[config.mk]
export PLATFORM = sky130hd
export DESIGN_NAME = jedro1_alu
export DESIGN_NICKNAME = d
export VERILOG_FILES = /design/src/rtl/jedro1_alu_pkg.sv /design/src/rtl/jedro1_alu_shifter.sv /design/src/rtl/jedro1_alu.sv
export SDC_FILE = /design/constraint.sdc
export NUM_CORES = 1
export LEC_CHECK = 0
export ABC_AREA = 1
export CAP_MARGIN = 20
export CORE_MARGIN = 5
export CORE_UTILIZATION = 35
export DETAILED_ROUTE_END_ITERATION = 16
export PLACE_DENSITY_LB_ADDON = 0.25
export SYNTH_ARGS = -nofsm -noshare
export SYNTH_HDL_FRONTEND = slang
export SYNTH_SLANG_ARGS = --single-unit
[constraint.sdc]
create_clock -name clk_i -period 0.95 [get_ports clk_i]
set_clock_uncertainty 0.15 [all_clocks]
set_input_delay 0.19 -clock clk_i [delete_from_list [all_inputs] [get_ports clk_i]]
set_output_delay 0.19 -clock clk_i [all_outputs]
set_load 0.1 [all_outputs]
[src/rtl/jedro1_alu_pkg.sv]
// Shared constants for the jedro_1 core: datapath widths and ALU operation codes.
// The decoder imports the same ALU_OP_* codes, so change them here only.
package jedro_1_defines;

   localparam int DATA_WIDTH     = 32;
   localparam int ALU_OP_WIDTH   = 4;
   localparam int REG_ADDR_WIDTH = 5;

   // Codes are {funct7[5], funct3}
   localparam logic [ALU_OP_WIDTH-1:0] ALU_OP_ADD  = 4'b0000;
   localparam logic [ALU_OP_WIDTH-1:0] ALU_OP_SLL  = 4'b0001;
   localparam logic [ALU_OP_WIDTH-1:0] ALU_OP_SLT  = 4'b0010;
   localparam logic [ALU_OP_WIDTH-1:0] ALU_OP_SLTU = 4'b0011;
   localparam logic [ALU_OP_WIDTH-1:0] ALU_OP_XOR  = 4'b0100;
   localparam logic [ALU_OP_WIDTH-1:0] ALU_OP_SRL  = 4'b0101;
   localparam logic [ALU_OP_WIDTH-1:0] ALU_OP_OR   = 4'b0110;
   localparam logic [ALU_OP_WIDTH-1:0] ALU_OP_AND  = 4'b0111;
   localparam logic [ALU_OP_WIDTH-1:0] ALU_OP_SUB  = 4'b1000;
   localparam logic [ALU_OP_WIDTH-1:0] ALU_OP_SRA  = 4'b1101;

   typedef enum logic [1:0] {
      SHIFT_SLL = 2'b00,
      SHIFT_SRL = 2'b01,
      SHIFT_SRA = 2'b10
   } shift_mode_e;

endpackage

[src/rtl/jedro1_alu_shifter.sv]
// Combinational 32-bit barrel shifter for SLL/SRL/SRA.
// Only the 5-bit shift amount is seen here; upper operand-B bits are dropped by the caller.
module jedro1_alu_shifter
   import jedro_1_defines::*;
(
   input  logic [31:0]  opa,
   input  logic [4:0]   shamt,
   input  shift_mode_e  mode,
   output logic [31:0]  res
);

   always_comb begin
      res = '0;
      case (mode)
         SHIFT_SLL: res = opa << shamt;
         SHIFT_SRL: res = opa >> shamt;
         SHIFT_SRA: res = $unsigned($signed(opa) >>> shamt);
         default:   res = '0;
      endcase
   end

endmodule

[src/rtl/jedro1_alu.sv]
// Registered RV32I integer ALU: one-cycle latency, result plus signed-overflow flag,
// with the destination address and writeback enable carried alongside the result.
module jedro1_alu
   import jedro_1_defines::*;
#(
   parameter int DATA_WIDTH     = jedro_1_defines::DATA_WIDTH,
   parameter int ALU_OP_WIDTH   = jedro_1_defines::ALU_OP_WIDTH,
   parameter int REG_ADDR_WIDTH = jedro_1_defines::REG_ADDR_WIDTH
) (
   input  logic                      clk_i,
   input  logic                      rstn_i,
   input  logic [ALU_OP_WIDTH-1:0]   alu_op_sel_i,
   input  logic [DATA_WIDTH-1:0]     opa_i,
   input  logic [DATA_WIDTH-1:0]     opb_i,
   output logic [DATA_WIDTH-1:0]     res_o,
   output logic                      overflow_o,
   input  logic [REG_ADDR_WIDTH-1:0] reg_alu_dest_addr_i,
   output logic [REG_ADDR_WIDTH-1:0] reg_alu_dest_addr_o,
   input  logic                      alu_reg_wb_i,
   output logic                      alu_reg_wb_o
);

   logic [DATA_WIDTH-1:0] add_res;
   logic [DATA_WIDTH-1:0] sub_res;
   logic [DATA_WIDTH-1:0] shift_res;
   logic                  add_ovf;
   logic                  sub_ovf;
   logic                  slt;
   logic                  sltu;
   shift_mode_e           shift_mode;
   logic [DATA_WIDTH-1:0] res_next;
   logic                  ovf_next;

   assign add_res = opa_i + opb_i;
   assign sub_res = opa_i - opb_i;
   assign slt     = $signed(opa_i) < $signed(opb_i);
   assign sltu    = opa_i < opb_i;

   // Overflow: result sign disagrees with opa's sign when the operation could not legally flip it
   assign add_ovf = (opa_i[DATA_WIDTH-1] == opb_i[DATA_WIDTH-1]) &&
                    (add_res[DATA_WIDTH-1] != opa_i[DATA_WIDTH-1]);
   assign sub_ovf = (opa_i[DATA_WIDTH-1] != opb_i[DATA_WIDTH-1]) &&
                    (sub_res[DATA_WIDTH-1] != opa_i[DATA_WIDTH-1]);

   always_comb begin
      shift_mode = SHIFT_SRL;
      if (alu_op_sel_i == ALU_OP_SLL) begin
         shift_mode = SHIFT_SLL;
      end else if (alu_op_sel_i == ALU_OP_SRA) begin
         shift_mode = SHIFT_SRA;
      end
   end

   jedro1_alu_shifter u_shifter (
      .opa   (opa_i),
      .shamt (opb_i[4:0]),
      .mode  (shift_mode),
      .res   (shift_res)
   );

   always_comb begin
      res_next = '0;
      ovf_next = 1'b0;
      case (alu_op_sel_i)
         ALU_OP_ADD: begin
            res_next = add_res;
            ovf_next = add_ovf;
         end
         ALU_OP_SUB: begin
            res_next = sub_res;
            ovf_next = sub_ovf;
         end
         ALU_OP_SLT:  res_next = {{(DATA_WIDTH-1){1'b0}}, slt};
         ALU_OP_SLTU: res_next = {{(DATA_WIDTH-1){1'b0}}, sltu};
         ALU_OP_XOR:  res_next = opa_i ^ opb_i;
         ALU_OP_OR:   res_next = opa_i | opb_i;
         ALU_OP_AND:  res_next = opa_i & opb_i;
         ALU_OP_SLL,
         ALU_OP_SRL,
         ALU_OP_SRA:  res_next = shift_res;
         default: begin
            res_next = '0;
            ovf_next = 1'b0;
         end
      endcase
   end

   // Asynchronous reset also kills an in-flight writeback immediately
   always_ff @(posedge clk_i or negedge rstn_i) begin
      if (!rstn_i) begin
         res_o               <= '0;
         overflow_o          <= 1'b0;
         reg_alu_dest_addr_o <= '0;
         alu_reg_wb_o        <= 1'b0;
      end else begin
         res_o               <= res_next;
         overflow_o          <= ovf_next;
         reg_alu_dest_addr_o <= reg_alu_dest_addr_i;
         alu_reg_wb_o        <= alu_reg_wb_i;
      end
   end

endmodule

==> flow_metrics.py <==
metrics = {
    "outcome": {
        "status": "finished with violations",
        "violations": "negative setup slack",
    },
    "die": {
        "std_cell_rows": 65,
        "core_um2": 31600,
        "die_h_um": 189,
        "die_w_um": 189,
        "die_area_um2": 35900,
        "start_util": 0.356,
        "io_pins": 115,
    },
    "worst_setup_path": {
        "worstSetupStartpointType": "input port",
        "critPathLaunch": "opa_i[5]",
        "crit_required_ns": 0.98,
        "crit_fanout": 6,
        "path_class": "input port to flop",
        "critPathCaptureType": "flop",
        "critPathCapture": "res_o[10]",
        "arrival_ns": 1.96,
    },
    "global_routing": {
        "grt-ovfl-total": 0,
        "grt_pass1_vias": 17700,
        "antenna_found_initial": 5,
        "grt_max_degree": 49,
        "grt_pass1_wl_um": 106000,
        "grt_usage": 0.385,
    },
    "drt": {
        "drt_iter0_markers": 2152,
        "vias": 18300,
        "finalWirelength_um": 73400,
        "post-route-drc-count": 0,
        "postRouteAntennaNets": 0,
        "avgRoutedWirePerCell_um": 22.8,
        "vias_per_cell": 5.68,
        "drtPass1Iterations": 6,
    },
    "timing": {
        "slew_headroom": 0.665,
        "rsz0062_at_grt": "yes",
        "max_freq_mhz": 517,
        "setup_viol": 72,
        "whs_ns": 0.165,
        "slew_violations": 0,
        "worst_pin_slew_ns": 0.502,
        "worst_slack_ns": -0.983,
        "period_share": 2.04,
        "period_needed_ns": 1.93,
        "hold_violations": 0,
    },
    "final_layout": {
        "layout_common_cells": "buf_4, nand2_1, nand3_1",
        "finish.instance_area_um2": 22800,
        "final_common_cell": "buf_4",
        "post_route_cells_drive_above_1_share": 0.582,
        "final_cells": 3221,
        "area_delta_synth_final_pct": 102,
        "final_nets": 2992,
    },
    "power_and_ir_drop": {
        "power.leakage_nw": 11.2,
        "irDropWorstVdd_mv": 1.03,
        "p_per_area_nw_per_um2": 836,
    },
    "yosys": {
        "seq_area_frac_synth": 0.0866,
        "synth_edf_count": 0,
        "async_flop_share": 1.00,
        "synth_seq_cells": 39,
        "syn_area_um2": 11300,
        "syn_nets": 2326,
        "synth_cell_types": 48,
        "yosys_most_used_dff": "dfrtp_1",
        "ys_warn_count": 0,
        "avgSynthCellArea_um2": 5.24,
        "syn_inst": 2151,
    },
    "clocking": {
        "numCtsBuffers": 5,
        "cts_tree": "yes",
        "htreeDepth": 2,
        "clockRootBuffer": "clkbuf_16",
        "cts_buffer_depth": 2,
        "cts.sinks": 39,
        "clkTransAtPathRegs_ns": 0.07,
    },
    "placed_design": {
        "placedInstanceArea_um2": 17100,
        "dp_slack_ns": -2.09,
        "io_buffers": 114,
        "detailed_place_hpwl_um": 55000,
        "gp_congestion": 1.03,
        "dp_cells": 3088,
    },
    "flow_run": {
        "maxCapViolCount": 0,
    },
    "worst_hold_path": {
        "hold_path_class": "input port to flop",
        "hp-start": "reg_alu_dest_addr_i[0]",
    },
}
## worst max-delay path, stage by stage
cell	delay, ns
buf_6	0.09
inv_2	0.04
ha_4	0.27
buf_6	0.14
nand2_1	0.08
nand2_2	0.07
inv_1	0.08
nand2_1	0.07
nand2_1	0.10
nand3_4	0.16
buf_4	0.18
nand2_1	0.06
o21ai_1	0.10
nand2_1	0.19
o211ai_2	0.14
## cell families (layout without fill, tap and decap cells)
group,after synthesis,after routing,share of synthesized area
simple gates,1392,1392,0.533
buf+inv,382,1049,0.144
compound gates,235,235,0.120
fa+ha+maj,99,99,0.111
flops,39,39,0.0866
xor+xnor,3,3,0.00233
mux,1,1,0.00200
other cells,0,1,0
## final cells by class
type | instances | area (um^2)
Tap cell | 402 | 503
Inverter | 285 | 1270
Multi-Input combinational cell | 1730 | 12400
Antenna cell | 1 | 2.50
Timing Repair inverter | 1 | 11.3
Fill cell | 2578 | 8840
Clock buffer | 5 | 125
Clock inverter | 3 | 43.8
Timing Repair Buffer | 755 | 7280
Sequential cell | 39 | 1120
## synthesized netlist by cell type, types with 5 or more instances
cell type	number	share of area
buf_4	15	0.010
a21oi_1	94	0.042
dfrtp_1	39	0.087
ha_1	97	0.11
buf_6	7	0.0070
clkbuf_1	16	0.0053
o22ai_1	21	0.012
a31oi_1	7	0.0039
o21bai_1	9	0.0060
inv_2	11	0.0037
inv_1	271	0.090
o21ai_0	56	0.025
buf_1	5	0.0017
nor2_4	5	0.0050
o211ai_1	14	0.0093
o21ai_1	13	0.0058
buf_2	52	0.023
nand2_1	698	0.23
nor2_1	186	0.062
nor3_1	8	0.0036
nand3_1	427	0.19
nand4_1	26	0.014
o221ai_1	6	0.0047
and2_1	9	0.0050
nand2_2	18	0.010
## per-layer routing
metal / wire length, um / vias to the layer above / global-route usage
met5: 46 / - / 0
met4: 4820 / 8 / 0.193
met3: 6930 / 252 / 0.0522
met2: 32000 / 1072 / 0.602
met1: 29700 / 8660 / 0.518
li1: - / 8311 / -
## metrics by stage
step | TNS [ns] | power [W] | utilization
after floorplan | -32.65 | 0.00749 | -
after global placement | -62.78 | 0.0126 | 0.542
after detailed placement | -63.39 | 0.0126 | 0.542
after CTS | -41.02 | 0.0178 | 0.684
after global routing | -45.11 | 0.0198 | 0.720
final | -42.43 | 0.0191 | 0.721
## power breakdown
group | leakage [nW] | internal, W | switching, W
registers | 0.446 | 0.00194 | 0.000188
clock network | 0.0838 | 0.00125 | 0.00102
logic | 10.7 | 0.00617 | 0.00850
## what timing repair did
action                                 in CTS  in global routing
buffers inserted                           96                 29
endpoints found under the hold margin      39                  0
gates resized for setup                  1286                256
setup endpoints to repair                  72                 72
cloned                                      6                  1
pin swaps                                 324                163
hold buffers                                1                  0
## registers in the layout, summed over array words and instances, names as in the netlist
name                 cells
res_o                   32
reg_alu_dest_addr_o      5
alu_reg_wb_o             1
overflow_o               1
## worst min path at each step
stage | endpoint | cells past startpoint | slack, ns
after floorplan | alu_reg_wb_o | 0 | -0.26
after global placement | reg_alu_dest_addr_o[1] | 2 | 0.05
after detailed placement | reg_alu_dest_addr_o[1] | 2 | 0.05
after CTS | reg_alu_dest_addr_o[4] | 1 | 0.16
after global routing | reg_alu_dest_addr_o[1] | 1 | 0.16
final | reg_alu_dest_addr_o[0] | 1 | 0.16
Power figures use the tool's default switching activity.
==> edit 1: new RTL, config.mk and constraints unchanged <==
Take the reset off `res_o` and load it in a clocked block of its own.
--- a/src/rtl/jedro1_alu.sv
+++ b/src/rtl/jedro1_alu.sv
@@ -89,10 +89,8 @@
    always_ff @(posedge clk_i or negedge rstn_i) begin
       if (!rstn_i) begin
-         res_o               <= '0;
          overflow_o          <= 1'b0;
          reg_alu_dest_addr_o <= '0;
          alu_reg_wb_o        <= 1'b0;
       end else begin
-         res_o               <= res_next;
          overflow_o          <= ovf_next;
          reg_alu_dest_addr_o <= reg_alu_dest_addr_i;
@@ -101,4 +99,8 @@
    end
 
+   always_ff @(posedge clk_i) begin
+      res_o <= res_next;
+   end
+
 endmodule
 
Check against the original RTL: not equivalent (a bounded check fails within 4 cycles, from zero or initial values and one cycle with rstn_i low).
==> edit 1 against the original RTL <==
  * The flow still finishes with violations (setup timing)
  * Die area shrank 1.3%
  * Power decreased by 7.5%
  * Cell area is 7.7% lower
  * Sequential cell count unchanged
  * Synthesized area shrank 1.4%
  * Sequential power fell by 4%
  * Wire length fell by 6.6%
  * Worst setup slack gained 33 ps
  * Highest routed layer is now met4
==> edit 1: results <==
sta:
  fin_ws_ps: -950.2
  tightest_slew_ps: 397.5
  setup_viol: 72
logic_synthesis:
  synthTopCellsByCount: "nand2_1, nand3_1, inv_1"
  ys_seq_area_share_pct: 7.347
  ys.flop_type: "dfxtp_1"
  ys_warn_count: 0
  syn_nets: 2326
  synth.distinct_cells: 49
  synthArstFlopShare_pct: 17.95
  synthTopCellsByArea: "nand2_1, nand3_1, ha_1"
final_layout:
  fillers: 2721
  nets: 2897
  biggestRegsByFlops: "res_o (32), reg_alu_dest_addr_o (5)"
  n_antenna_cell: 0
  drive_gt1_share_pct: 54.09
global_routing:
  grt_max_degree: 68
  grt_pass1_wl_mm: 99.62
  antenna_found_initial: 0
  grtUsageTotal_pct: 36.38
  grt_pass1_vias: 17540
min_path:
  hold_class: "primary input to async pin"
run_status:
  violations: "setup timing"
  status: "finished, violations left"
cts:
  cts_max_level: 2
  numCtsBuffers: 5
  clock_path_buffers: 2
  path_clk_slew_ps: 80
  cts-root-buf: "clkbuf_16"
placement:
  dpl.hpwl_mm: 52.03
  numPortBuffers: 114
  placed_area_um2: 16480
  finalWeightedCongestion: 1.064
drt:
  drt_iter0_markers: 1806
  via_per_inst: 5.681
  dr.pass1.iters: 7
  wirelength_mm: 68.58
power:
  cellLeakagePower_uw: 0.01039
  p_sw_uw: 9207
  ir_drop_mv: 0.6984
setup_path:
  max_stage_delay_ps: 250
  arrival_ps: 1960
  crit_fanout: 4
  cpMaxStageDelayCell: "a21oi_2"
  critPathTopFamily: "buffers and inverters"
-- edit 1: cell types whose count changed in the layout (fill, tap and decap cells not counted), moves of 22 or more --
cell / delta
dfxtp_4: +32
nand2_1: +26
nand3_1: +22
buf_4: -40
dfrtp_4: -32
buf_6: -43
inv_4: -24
inv_1: +22
-- edit 1: metal layers --
metal	wire, um	track usage, %	vias to the layer above
met5	0	0	-
met4	4893	21.09	0
met3	5725	5.082	272
met2	31620	60.82	950
met1	26340	44.59	8392
li1	-	-	8140
-- edit 1: timing repair --
| item | CTS | global route |
|---|---|---|
| cloned | 7 | 0 |
| hold endpoints to repair | 0 | 0 |
| setup buffers | 76 | 17 |
| resized for setup | 1147 | 199 |
| setup endpoints to repair | 72 | 72 |
| pin swaps | 246 | 138 |
-- edit 1: per-stage QoR --
step	setup WS [ps]	std cells	util [%]	hold slack, ps	setup TNS [ps]
2_1_floorplan	-1120	2151	-	-255.6	-32420
3_3_place_gp	-1985	3020	52.37	344.3	-59300
4_1_cts	-843.5	3108	64.03	4.550	-35380
6_report	-950.2	3125	66.83	3.213	-37390
5_1_grt	-978.9	3125	66.83	20.42	-40140
3_5_place_dp	-2003	3020	52.37	347.8	-60360
-- edit 1: layout make-up --
| cell class | instances | area [um^2] | area share (%) |
|---|---|---|---|
| Clock inverter | 3 | 25.02 | 0.1190 |
| Sequential cell | 39 | 962.2 | 4.575 |
| Timing Repair Buffer | 661 | 6264 | 29.78 |
| Multi-Input combinational cell | 1730 | 11940 | 56.78 |
| Tap cell | 402 | 503.0 | 2.391 |
| Inverter | 285 | 1212 | 5.764 |
| Clock buffer | 5 | 125.1 | 0.5949 |
-- edit 1: worst paths after layout --
kind | from | endpoint | slack, ps | cells past startpoint
setup / recovery | opa_i[0] | res_o[10] | -950 | 14
hold / removal | rstn_i | reg_alu_dest_addr_o[4] | 3 | 2
min in group clk_i | reg_alu_dest_addr_i[4] | reg_alu_dest_addr_o[4] | 150 | 1
max in group asynchronous | rstn_i | reg_alu_dest_addr_o[3] | 510 | 2
-- edit 1: power groups by stage --
stage	registers, uW	clock network (uW)	logic, uW
4_1_cts	2030	2020	12600
5_1_grt	2040	2050	14200
3_3_place_gp	2070	0	10100
2_1_floorplan	3230	0	4190
6_report	2030	2040	13600
3_5_place_dp	2070	0	10100
-- edit 1: cell families after synthesis --
family                     Yosys count  synth area share (%)
and+or+nand+nor                   1392                 54.11
buffers and inverters              382                 14.64
AOI/OAI and AO/OA                  235                 12.17
adders and majority gates           99                 11.29
DFF                                 39                 7.347
xor gates and xnor gates             3                0.2367
muxes                                1                0.2028
==> edit 2: new RTL, same settings <==
Without the edit above. The package constant `REG_ADDR_WIDTH` goes from 5 to 6.
--- a/src/rtl/jedro1_alu_pkg.sv
+++ b/src/rtl/jedro1_alu_pkg.sv
@@ -5,5 +5,5 @@
    localparam int DATA_WIDTH     = 32;
    localparam int ALU_OP_WIDTH   = 4;
-   localparam int REG_ADDR_WIDTH = 5;
+   localparam int REG_ADDR_WIDTH = 6;
 
    // Codes are {funct7[5], funct3}
Ports: changed (resized reg_alu_dest_addr_i and reg_alu_dest_addr_o); port bits go from 115 to 117. No check against the original RTL was run, so the function may have changed too.
==> edit 2 against the original RTL <==
  * The run still ends with setup timing left
  * Non-clock buffer count grew 28
  * Power up 2.0%
  * Cell area up 1.8%
  * Sequential cell count rose by 1
  * Worst setup slack improved by 39 ps
  * Synthesized area increased by 0.22%
  * Wire length increased by 1.1%
  * Clock power is 2% higher
==> edit 2: results <==
global_routing:
  antenna_found_initial: 1
  grt_pass1_wl_mm: 105.1
  grt_max_degree: 49
  grt_pass1_vias: 17790
  grtUsageTotal_pct: 38.04
drt:
  dr.pass1.iters: 6
  vias: 18630
  wirelength_mm: 74.23
  wl_per_cell_um: 22.84
  antenna_left: 0
  drt_iter0_markers: 2019
cts:
  cts_max_level: 2
  path_clk_slew_ps: 60
  numCtsBuffers: 5
  clock_path_buffers: 2
  cts-root-buf: "clkbuf_16"
final_layout:
  n_antenna_cell: 0
  fillers: 2539
  biggestRegsByFlops: "res_o (32), reg_alu_dest_addr_o (6)"
  drive_gt1_share_pct: 60.46
  nets: 3023
logic_synthesis:
  syn_inst: 2152
  ys_seq_area_share_pct: 8.867
  synth.distinct_cells: 48
  synthTopCellsByArea: "nand2_1, nand3_1, ha_1"
  synthArstFlopShare_pct: 100.0
  ys.flop_type: "dfrtp_1"
  synthTopCellsByCount: "nand2_1, nand3_1, inv_1"
  syn_nets: 2328
  ys_warn_count: 0
sta:
  tns_ps: -43160
  setup_viol: 73
  fin_ws_ps: -944.5
  tightest_slew_ps: 547.0
run_status:
  violations: "setup timing"
  status: "finished, violations left"
power:
  ir_drop_mv: 0.7106
  cellLeakagePower_uw: 0.01144
setup_path:
  arrival_ps: 1920
  critPathTopFamily: "simple AND/OR/NAND/NOR gates"
  crit_fanout: 4
  cpMaxStageDelayCell: "fa_2"
  crit_start: "opb_i[0]"
  max_stage_delay_ps: 340
placement:
  preCtsSetupSlack_ps: -2067
  finalWeightedCongestion: 1.088
  place_inst: 3136
  placed_area_um2: 17490
  dpl.hpwl_mm: 56.61
  numPortBuffers: 116
min_path:
  hold_class: "primary input to register"
  hold_start: "alu_reg_wb_i"
edit 2: worst paths after layout:
path | slack, ps | end | cells after the start
worst max-delay path | -940 | res_o[24] | 17
worst min-delay path | 160 | alu_reg_wb_o | 1
max in group asynchronous | 110 | res_o[21] | 3
min in group asynchronous | 240 | res_o[25] | 3
edit 2: cells by family (layout without fill, tap and decap cells):
kind of cell | after synthesis | after routing | synth area share, %
AOI/OAI and AO/OA | 235 | 235 | 11.97
and+or+nand+nor | 1392 | 1392 | 53.23
buffers and inverters | 382 | 1078 | 14.40
DFF | 40 | 40 | 8.867
muxes | 1 | 1 | 0.1995
adders and majority gates | 99 | 99 | 11.11
xor gates and xnor gates | 3 | 3 | 0.2328
edit 2: final cells by class:
type,count,area (um^2),area share [%]
multi-input cells,1730,12660,54.55
inverters,285,1259,5.425
repair buffers,783,7428,32.01
repair inverters,2,32.53,0.1402
clock inverters,3,46.29,0.1995
clock buffers,5,125.1,0.5392
well taps,402,503.0,2.168
flip-flops and latches,40,1151,4.961
edit 2: timing repair:
action / CTS / global route
pin swaps: 247 / 269
setup buffers: 75 / 33
cloned: 2 / 4
setup endpoints to repair: 73 / 73
hold buffers: 1 / 0
gates resized for setup: 999 / 607
hold endpoints to repair: 40 / 0
edit 2: per-layer routing:
layer / track usage (%) / share of wire, % / vias up
li1: - / - / 8379
met1: 49.38 / 39 / 8765
met2: 59.68 / 43 / 1173
met3: 5.688 / 9.1 / 308
met4: 23.04 / 8.6 / 2
met5: 0 / 0.018 / -
edit 2: where the power goes:
part | leakage, uW | internal (uW) | switching [uW] | total (uW)
combinational | 0.0109 | 6280 | 8670 | 15000
clock | 0.0000804 | 1260 | 1050 | 2310
sequential | 0.000457 | 1980 | 198 | 2180
total | 0.0114 | 9530 | 9920 | 19400
edit 2: per-stage QoR:
step	hold slack, ps	utilization [%]
2_1_floorplan	-255.6	-
3_3_place_gp	50.89	55.16
4_1_cts	157.1	65.31
5_1_grt	171.0	73.16
3_5_place_dp	54.23	55.16
6_report	163.7	73.16
